`src/rtl/network_request_initiator.sv`:
```
// Requester-side network interface: turns one core load/store into a router packet and waits for the matching reply.
// Optional timeout/retry logic is enabled by defining NI_TIMEOUT_EN.
`ifndef NETWORK_ADDRESS_WIDTH
`define NETWORK_ADDRESS_WIDTH 4
`endif
`ifndef CACHE_BANK_ADDRESS_WIDTH
`define CACHE_BANK_ADDRESS_WIDTH 8
`endif
`ifndef DATA_WIDTH
`define DATA_WIDTH 32
`endif

module network_request_initiator #(
  parameter int TIMEOUT_CYCLES = 64,
  parameter int MAX_RETRIES    = 2
) (
  input  logic                                                        clk,
  input  logic                                                        reset,
  input  logic [`NETWORK_ADDRESS_WIDTH-1:0]                           localRouterAddress,
  input  logic                                                        coreReq,
  input  logic                                                        coreWrite,
  input  logic [`NETWORK_ADDRESS_WIDTH+`CACHE_BANK_ADDRESS_WIDTH-1:0] coreAddress,
  input  logic [`DATA_WIDTH-1:0]                                      coreWriteData,
  output logic                                                        coreReady,
  output logic                                                        coreRespValid,
  output logic [`DATA_WIDTH-1:0]                                      coreRespData,
  output logic                                                        coreError,
  output logic [`NETWORK_ADDRESS_WIDTH+`CACHE_BANK_ADDRESS_WIDTH-1:0] destinationAddressOut,
  output logic [`NETWORK_ADDRESS_WIDTH-1:0]                           requesterAddressOut,
  output logic                                                        readOut,
  output logic                                                        writeOut,
  output logic [`DATA_WIDTH-1:0]                                      dataOut,
  input  logic                                                        networkReady,
  input  logic                                                        replyValid,
  input  logic [`NETWORK_ADDRESS_WIDTH-1:0]                           replyRequesterAddress,
  input  logic                                                        replyWriteAck,
  input  logic [`DATA_WIDTH-1:0]                                      replyData,
  output logic [7:0]                                                  droppedReplies
);

  localparam int NAW  = `NETWORK_ADDRESS_WIDTH;
  localparam int CBAW = `CACHE_BANK_ADDRESS_WIDTH;
  localparam int DW   = `DATA_WIDTH;

  localparam logic [1:0] IDLE      = 2'd0;
  localparam logic [1:0] SEND      = 2'd1;
  localparam logic [1:0] WAIT_RESP = 2'd2;
  localparam logic [1:0] RESPOND   = 2'd3;

  logic [1:0] state_r;
  logic [1:0] nextState_s;
  logic       latchedWrite_r;
  logic       match_s;
  logic       timeout_s;
  logic       retryAllowed_s;

  assign coreReady = (state_r == IDLE);
  assign match_s   = (state_r == WAIT_RESP) && replyValid &&
                     (replyRequesterAddress == localRouterAddress) &&
                     (replyWriteAck == latchedWrite_r);

`ifdef NI_TIMEOUT_EN
  localparam int TW = $clog2(TIMEOUT_CYCLES + 1);
  localparam int RW = $clog2(MAX_RETRIES + 2);

  logic [TW-1:0] timer_r;
  logic [RW-1:0] retryCount_r;
  logic          respError_r;

  assign timeout_s      = (state_r == WAIT_RESP) && (timer_r == TW'(TIMEOUT_CYCLES - 1));
  assign retryAllowed_s = (retryCount_r < RW'(MAX_RETRIES));
  assign coreError      = respError_r;

  // Wait timer, resend counter and error flag for the timeout path
  always_ff @(posedge clk or posedge reset) begin
    if (reset) begin
      timer_r      <= '0;
      retryCount_r <= '0;
      respError_r  <= 1'b0;
    end else begin
      case (state_r)
        IDLE: begin
          retryCount_r <= '0;
          respError_r  <= 1'b0;
        end
        SEND: begin
          timer_r <= '0;
        end
        WAIT_RESP: begin
          timer_r <= timer_r + TW'(1);
          if (!match_s && timeout_s) begin
            if (retryAllowed_s) begin
              retryCount_r <= retryCount_r + RW'(1);
            end else begin
              respError_r <= 1'b1;
            end
          end
        end
        RESPOND: begin
          respError_r <= 1'b0;
        end
        default: begin
          timer_r <= '0;
        end
      endcase
    end
  end
`else
  logic [31:0] unusedParams_s;

  assign unusedParams_s = TIMEOUT_CYCLES ^ MAX_RETRIES;
  assign timeout_s      = 1'b0;
  assign retryAllowed_s = 1'b0;
  assign coreError      = 1'b0;
`endif

  // Next-state decode; a reply match takes priority over a timeout
  always_comb begin
    nextState_s = state_r;
    case (state_r)
      IDLE: begin
        if (coreReq) nextState_s = SEND;
        else         nextState_s = IDLE;
      end
      SEND: begin
        if (networkReady) nextState_s = WAIT_RESP;
        else              nextState_s = SEND;
      end
      WAIT_RESP: begin
        if (match_s)             nextState_s = RESPOND;
        else if (timeout_s) begin
          if (retryAllowed_s)    nextState_s = SEND;
          else                   nextState_s = RESPOND;
        end else                 nextState_s = WAIT_RESP;
      end
      RESPOND: nextState_s = IDLE;
      default: nextState_s = IDLE;
    endcase
  end

  // State register, packet outputs and core response
  always_ff @(posedge clk or posedge reset) begin
    if (reset) begin
      state_r               <= IDLE;
      latchedWrite_r        <= 1'b0;
      destinationAddressOut <= '0;
      requesterAddressOut   <= '0;
      dataOut               <= '0;
      readOut               <= 1'b0;
      writeOut              <= 1'b0;
      coreRespValid         <= 1'b0;
      coreRespData          <= '0;
    end else begin
      state_r       <= nextState_s;
      coreRespValid <= 1'b0;
      case (state_r)
        IDLE: begin
          if (coreReq) begin
            destinationAddressOut <= coreAddress;
            requesterAddressOut   <= localRouterAddress;
            dataOut               <= coreWriteData;
            latchedWrite_r        <= coreWrite;
            readOut               <= ~coreWrite;
            writeOut              <= coreWrite;
          end
        end
        SEND: begin
          if (networkReady) begin
            readOut  <= 1'b0;
            writeOut <= 1'b0;
          end
        end
        WAIT_RESP: begin
          if (match_s) begin
            coreRespValid <= 1'b1;
            coreRespData  <= latchedWrite_r ? {DW{1'b0}} : replyData;
          end else if (timeout_s) begin
            if (retryAllowed_s) begin
              // Resend the identical packet from the latched fields
              readOut  <= ~latchedWrite_r;
              writeOut <= latchedWrite_r;
            end else begin
              coreRespValid <= 1'b1;
              coreRespData  <= {DW{1'b0}};
            end
          end
        end
        RESPOND: begin
          coreRespValid <= 1'b0;
        end
        default: begin
          readOut  <= 1'b0;
          writeOut <= 1'b0;
        end
      endcase
    end
  end

  // Saturating count of every reply that is not consumed as a match
  always_ff @(posedge clk or posedge reset) begin
    if (reset) begin
      droppedReplies <= 8'h00;
    end else if (replyValid && !match_s && (droppedReplies != 8'hFF)) begin
      droppedReplies <= droppedReplies + 8'h01;
    end
  end

endmodule

```
`config.mk`:
```
export PLATFORM = sky130hd
export DESIGN_NAME = network_request_initiator
export DESIGN_NICKNAME = d
export VERILOG_FILES = /design/src/rtl/network_request_initiator.sv
export SDC_FILE = /design/constraint.sdc
export NUM_CORES = 1
export LEC_CHECK = 0
export ABC_AREA = 1
export CAP_MARGIN = 10
export CORE_MARGIN = 8
export CORE_UTILIZATION = 37
export CTS_CLUSTER_DIAMETER = 120
export DETAILED_ROUTE_END_ITERATION = 16
export PLACE_DENSITY_LB_ADDON = 0.2
export SYNTH_ARGS = -nofsm -noshare
export SYNTH_HDL_FRONTEND = slang
export SYNTH_SLANG_ARGS = --single-unit
```
`constraint.sdc`:
```
create_clock -name clk -period 3.1 [get_ports clk]
set_input_delay 0.62 -clock clk [delete_from_list [all_inputs] [get_ports clk]]
set_output_delay 0.62 -clock clk [all_outputs]
set_load 0.05 [all_outputs]
```
==> impl_metrics.yaml <==
hold_path:
  hold_class: "register to register"
pwr:
  power_mw: 6.80
  p_per_area_nw_per_um2: 1120
  leakage_nw: 2.69
  irDropWorstVdd_v: 0.000550
grt:
  grt_remaining_overflow: 0
  grt_max_degree: 72
  grt_use_total_pct: 15.2
  grt_pass1_wl_mm: 17.3
  antenna_found_initial: 0
  grt_pass1_vias: 3386
place:
  placed_area_sq_um: 5820
  placement.io_buffers: 182
  dp_hpwl_mm: 8.18
  place_congestion: 0.789
  pre_cts_ws_ns: 0.637
critical_path:
  cp.arrival_ns: 1.80
  cp_num_buf_inv: 1
  cp.required_ns: 2.48
  critPathSlowestCell: "clkdlybuf4s50_1"
  cp_cell_sequence: "nor2_2, clkdlybuf4s50_1"
  cp-start-kind: "register"
  path_delay_family: "buffers and inverters"
  endpoint_kind: "output pin"
  path_max_fanout: 5
  crit_type: "register to output pin"
  cpPeakStageDelay_ns: 0.83
clock_network:
  cts_post_setup_buffers_inserted: 0
  ctsHtreeMaxLevel: 3
  cts_hold_buf: 0
  cts_resized: 0
  clock_latency_ns: 0.35
  clockBufferDepth: 2
  cts_root_buf: "clkbuf_8"
  cts-buffers-inserted: 9
  clock_sinks: 94
  cts_tree: "done"
  cts.clk_slew.worst_paths_ns: 0.09
synthesis:
  synth_top_cell_by_area: "dfrtp_1"
  syn_inst: 367
  synthTopCellsByArea: "dfrtp_1, nand2_1, mux2_2"
  synth_cell_types: 23
  syn_avg_cell_area_sq_um: 10.6
  syn_area_sq_um: 3890
  yosysSeqAreaShare_pct: 60.4
  ys_ff_latch: 94
  ys_warn_count: 0
  synth_top_area_share_pct: 60.4
  syn-num-nets: 459
die:
  coreArea_sq_um: 10300
  rows: 37
  die_h_um: 119
  die_area_sq_um: 14100
  num_io_pins: 184
  initial_core_util_pct: 37.9
  die_w_um: 119
timing:
  fin_tns_setup_ns: 0
  post-route-period-util_pct: 78.0
  final_max_slew_viol_count: 0
  setup_viol: 0
  relSlewSlack_pct: 55.7
  hold_ws_ns: 0.495
  fin_crit_ns: 2.42
  worstMarginPinSlew_ns: 0.662
  skew_ns: 0.0130
  hold_viol_final: 0
  postLayoutSetupSlackWorst_ns: 0.682
  fmax_ghz: 0.413
  grt_setup_unrepaired: "false"
route:
  routedWlPerCell_um: 15.5
  wl_met1_mm: 4.39
  first_iter_violations: 97
  top_layer: "met4"
  firstDrtPassIters: 4
  antenna_left: 0
  wl_met3_um: 978
  vias: 3165
  viasPerCell: 4.62
  met2_length_mm: 5.13
  wl_mm: 10.6
  drc: 0
final_layout:
  area_growth_pct: 55.2
  layout_commonest_cell: "clkdlybuf4s50_1"
  stdcell_area_sq_um: 6040
  n_antenna_cell: 0
  fill_cells: 917
  finalNetCount: 636
  drive_gt1_share_pct: 11.1
  layout_common_cells: "clkdlybuf4s50_1, nand2_1, dfrtp_1"
status:
  outcome: "finished, final reports clean"
run:
  cap_violations: 0
worst reg2reg max path: cells and delay by family (launching register included):
kind	cells	cell delay, ns
buf+inv	2	0.68
flops	1	0.41
simple gates	7	0.75
Yosys cell counts, drive strengths merged:
cell type  number
buf            12
clkbuf          7
conb            1
dfrtp          94
ha              1
inv            21
mux2           44
nand2         115
nand3           8
nand3b          2
nand4           8
nor2           11
o211ai          1
o21ai          40
xor2            2
state kept, by name (all words and copies together), names as in the netlist, named ones only:
name and count:
coreRespValid 1, latchedWrite_r 1, dataOut 32, destinationAddressOut 12, state_r 1, droppedReplies 8
readOut 1, writeOut 1, coreRespData 32, requesterAddressOut 4
power breakdown:
group	leakage [nW]	switching, mW	internal (mW)	total [mW]
combinational	1.40	2.52	1.35	3.88
clock	0.113	0.440	0.464	0.904
sequential	1.18	0.281	1.73	2.02
per-stage QoR:
stage	util [%]	std cells
after floorplan	-	367
after global placement	56.7	669
after detailed placement	56.7	669
after CTS	58.8	685
after global routing	58.8	685
final	58.8	685
layer usage:
| metal | GRT usage [%] | vias up |
|---|---|---|
| li1 | - | 1538 |
| met1 | 17.4 | 1506 |
| met2 | 25.3 | 109 |
| met3 | 6.09 | 12 |
| met4 | 5.53 | 0 |
| met5 | 0 | - |
final timing paths:
| check | start | to | slack (ns) | cells past startpoint |
|---|---|---|---|---|
| max in group asynchronous | reset | async pin | 1.81 | 3 |
| min reg2reg | coreRespData[20] | coreRespData[20] | 0.49 | 2 |
| max | state_r[0] | coreReady | 0.68 | 2 |
| min | coreRespData[20] | coreRespData[20] | 0.49 | 2 |
| min in group asynchronous | reset | coreRespData[18] | 0.62 | 2 |
| max reg2reg | latchedWrite_r | droppedReplies[2] | 1.17 | 9 |
final cells by class:
class,count,area (sq um),area share (%)
Sequential cell,94,2350,38.9
Timing Repair Buffer,185,1880,31.1
Multi-Input combinational cell,233,1340,22.1
Tap cell,136,170,2.82
Clock buffer,10,128,2.11
Clock inverter,6,93.8,1.55
Inverter,21,81.3,1.35
cell families after synthesis:
| logic type | after synthesis | share of synthesized area [%] |
|---|---|---|
| and+or+nand+nor | 144 | 15.2 |
| DFF | 94 | 60.4 |
| muxes | 44 | 12.7 |
| AOI/OAI and AO/OA | 41 | 5.53 |
| buffers and inverters | 40 | 5.30 |
| xor gates and xnor gates | 2 | 0.450 |
| adders and majority gates | 1 | 0.321 |
| other | 1 | 0.0963 |
Note: power is estimated with default switching activity, not from simulation.
==> RTL change, RTL diff (same flow settings) <==
Add a define of `NI_TIMEOUT_EN`.
--- a/src/rtl/network_request_initiator.sv
+++ b/src/rtl/network_request_initiator.sv
@@ -1,5 +1,7 @@
 // Requester-side network interface: turns one core load/store into a router packet and waits for the matching reply.
 // Optional timeout/retry logic is enabled by defining NI_TIMEOUT_EN.
+`define NI_TIMEOUT_EN
+
 `ifndef NETWORK_ADDRESS_WIDTH
 `define NETWORK_ADDRESS_WIDTH 4
 `endif
Function: no difference found for any inputs over 10 cycles, from zero or initial values and one cycle with reset high; that may be too few to reach the edited logic, so the function may still have changed.
==> RTL change against the unedited design <==
Utilization shrank 1.5 points. Sequential share of layout area grew 0.66 points. Wire length grew 15%. Clock skew shrank 0.0096 ns. Power grew 1.3%. Synthesized area grew 12%. Sequential cell count grew 10. Worst setup slack lost 0.10 ns. Cell area grew 8.8%. Clock power grew 9.5%.
==> RTL change: results (changes against the unedited design) <==
[status]
outcome=finished, final reports clean

[drt]
drt_wl_total_um=12210  ; +15%
wire_per_inst_um=16.00  ; +3.1%
route.met3.wl_um=746  ; -24%
route.met2.wl_um=6184  ; +21%
wirelength_met1_um=5114  ; +16%
vias=3585  ; +13%
drt_pass1_iterations=5  ; +1

[cts]
cts.clk_slew.worst_paths_ns=0.06  ; -0.03 ns
clockRootBuffer=clkbuf_16

[logic_synthesis]
syn-num-nets=530  ; +15%
synthAdderAreaFrac_pct=1.434  ; +1.1 points
synthMuxAreaShare_pct=11.36  ; -1.4 points
synth-compound-area-share_pct=3.012  ; -2.5 points
yosys-top-cells-count=nand2_1, dfrtp_1, mux2_2, inv_1, nor2_1
ys_top_cells_by_area=dfrtp_1, nand2_1, mux2_2
synthXorXnorAreaFrac_pct=1.205  ; +0.75 points
ys_seq_area_share_pct=59.67  ; -0.74 points
synth.distinct_cells=26  ; +13%

[timing]
finalClockSkew_ns=0.003350  ; -0.009610 ns
tightest_slew_ns=0.7405  ; +0.07841 ns

[worst_setup_path]
critPathLaunch=state_r[1]$_DFF_PP0_
critPathMaxFanout=4  ; -1
reg2reg_depth=11  ; +2
r2r_setup_slack_ns=0.91  ; -0.26 ns
rr_startpoint=state_r[0]$_DFF_PP0_
timing.rr.end=coreRespData[29]$_DFFE_PP0P_

[placement]
place_hpwl_um=9359  ; +14%
place.gp.congestion=0.7757  ; -1.6%
pre_cts_slack_ns=0.6330  ; -0.003847 ns
postPlaceCellArea_um2=6334  ; +8.8%

[worst_hold_path]
hold_end=coreRespData[28]$_DFFE_PP0P_

[global_route]
grt_pass1_wl_um=20210  ; +17%
grt_use_met3_pct=4.298  ; -1.8 points
grt_usage_pct=16.04  ; +0.82 points
use_met1_pct=19.28  ; +1.9 points
use_met2_pct=27.17  ; +1.9 points
grt_max_degree=58  ; -19%

[power]
clock_power_share_pct=14.4  ; +1.1 points
p_comb_share_pct=55.1  ; -1.9 points

[cells_and_area]
nets=714  ; +12%
layout-drive-gt1-share_pct=10.81  ; -0.30 points

[RTL change: cell types whose count changed after synthesis, sizes merged, moves of 8 or more]
cell,delta
dfrtp,+10
inv,+12
nand2,+45
nor2,+8
o21ai,-24
[RTL change: metrics by stage]
step | std cells | total power (W)
5_1_grt | 763 | 0.007267
3_5_place_dp | 750 | 0.005966
6_report | 763 | 0.006885
3_3_place_gp | 750 | 0.005898
2_1_floorplan | 434 | 0.004616
4_1_cts | 763 | 0.006984
[RTL change: layout make-up]
class	instances	area, um^2
sequential	104	2603
fill	1025	4891
inverter	33	127.6
clock inverter	2	10.01
tap	143	178.9
multi-input combinational	282	1555
clock buffer	11	232.7
timing repair buffer	188	1869
[RTL change: worst max-delay path, stage by stage (launching register included)]
cell             delay [ns]
dfrtp_1                0.38
inv_1                  0.09
ha_1                   0.25
clkdlybuf4s50_1        0.84
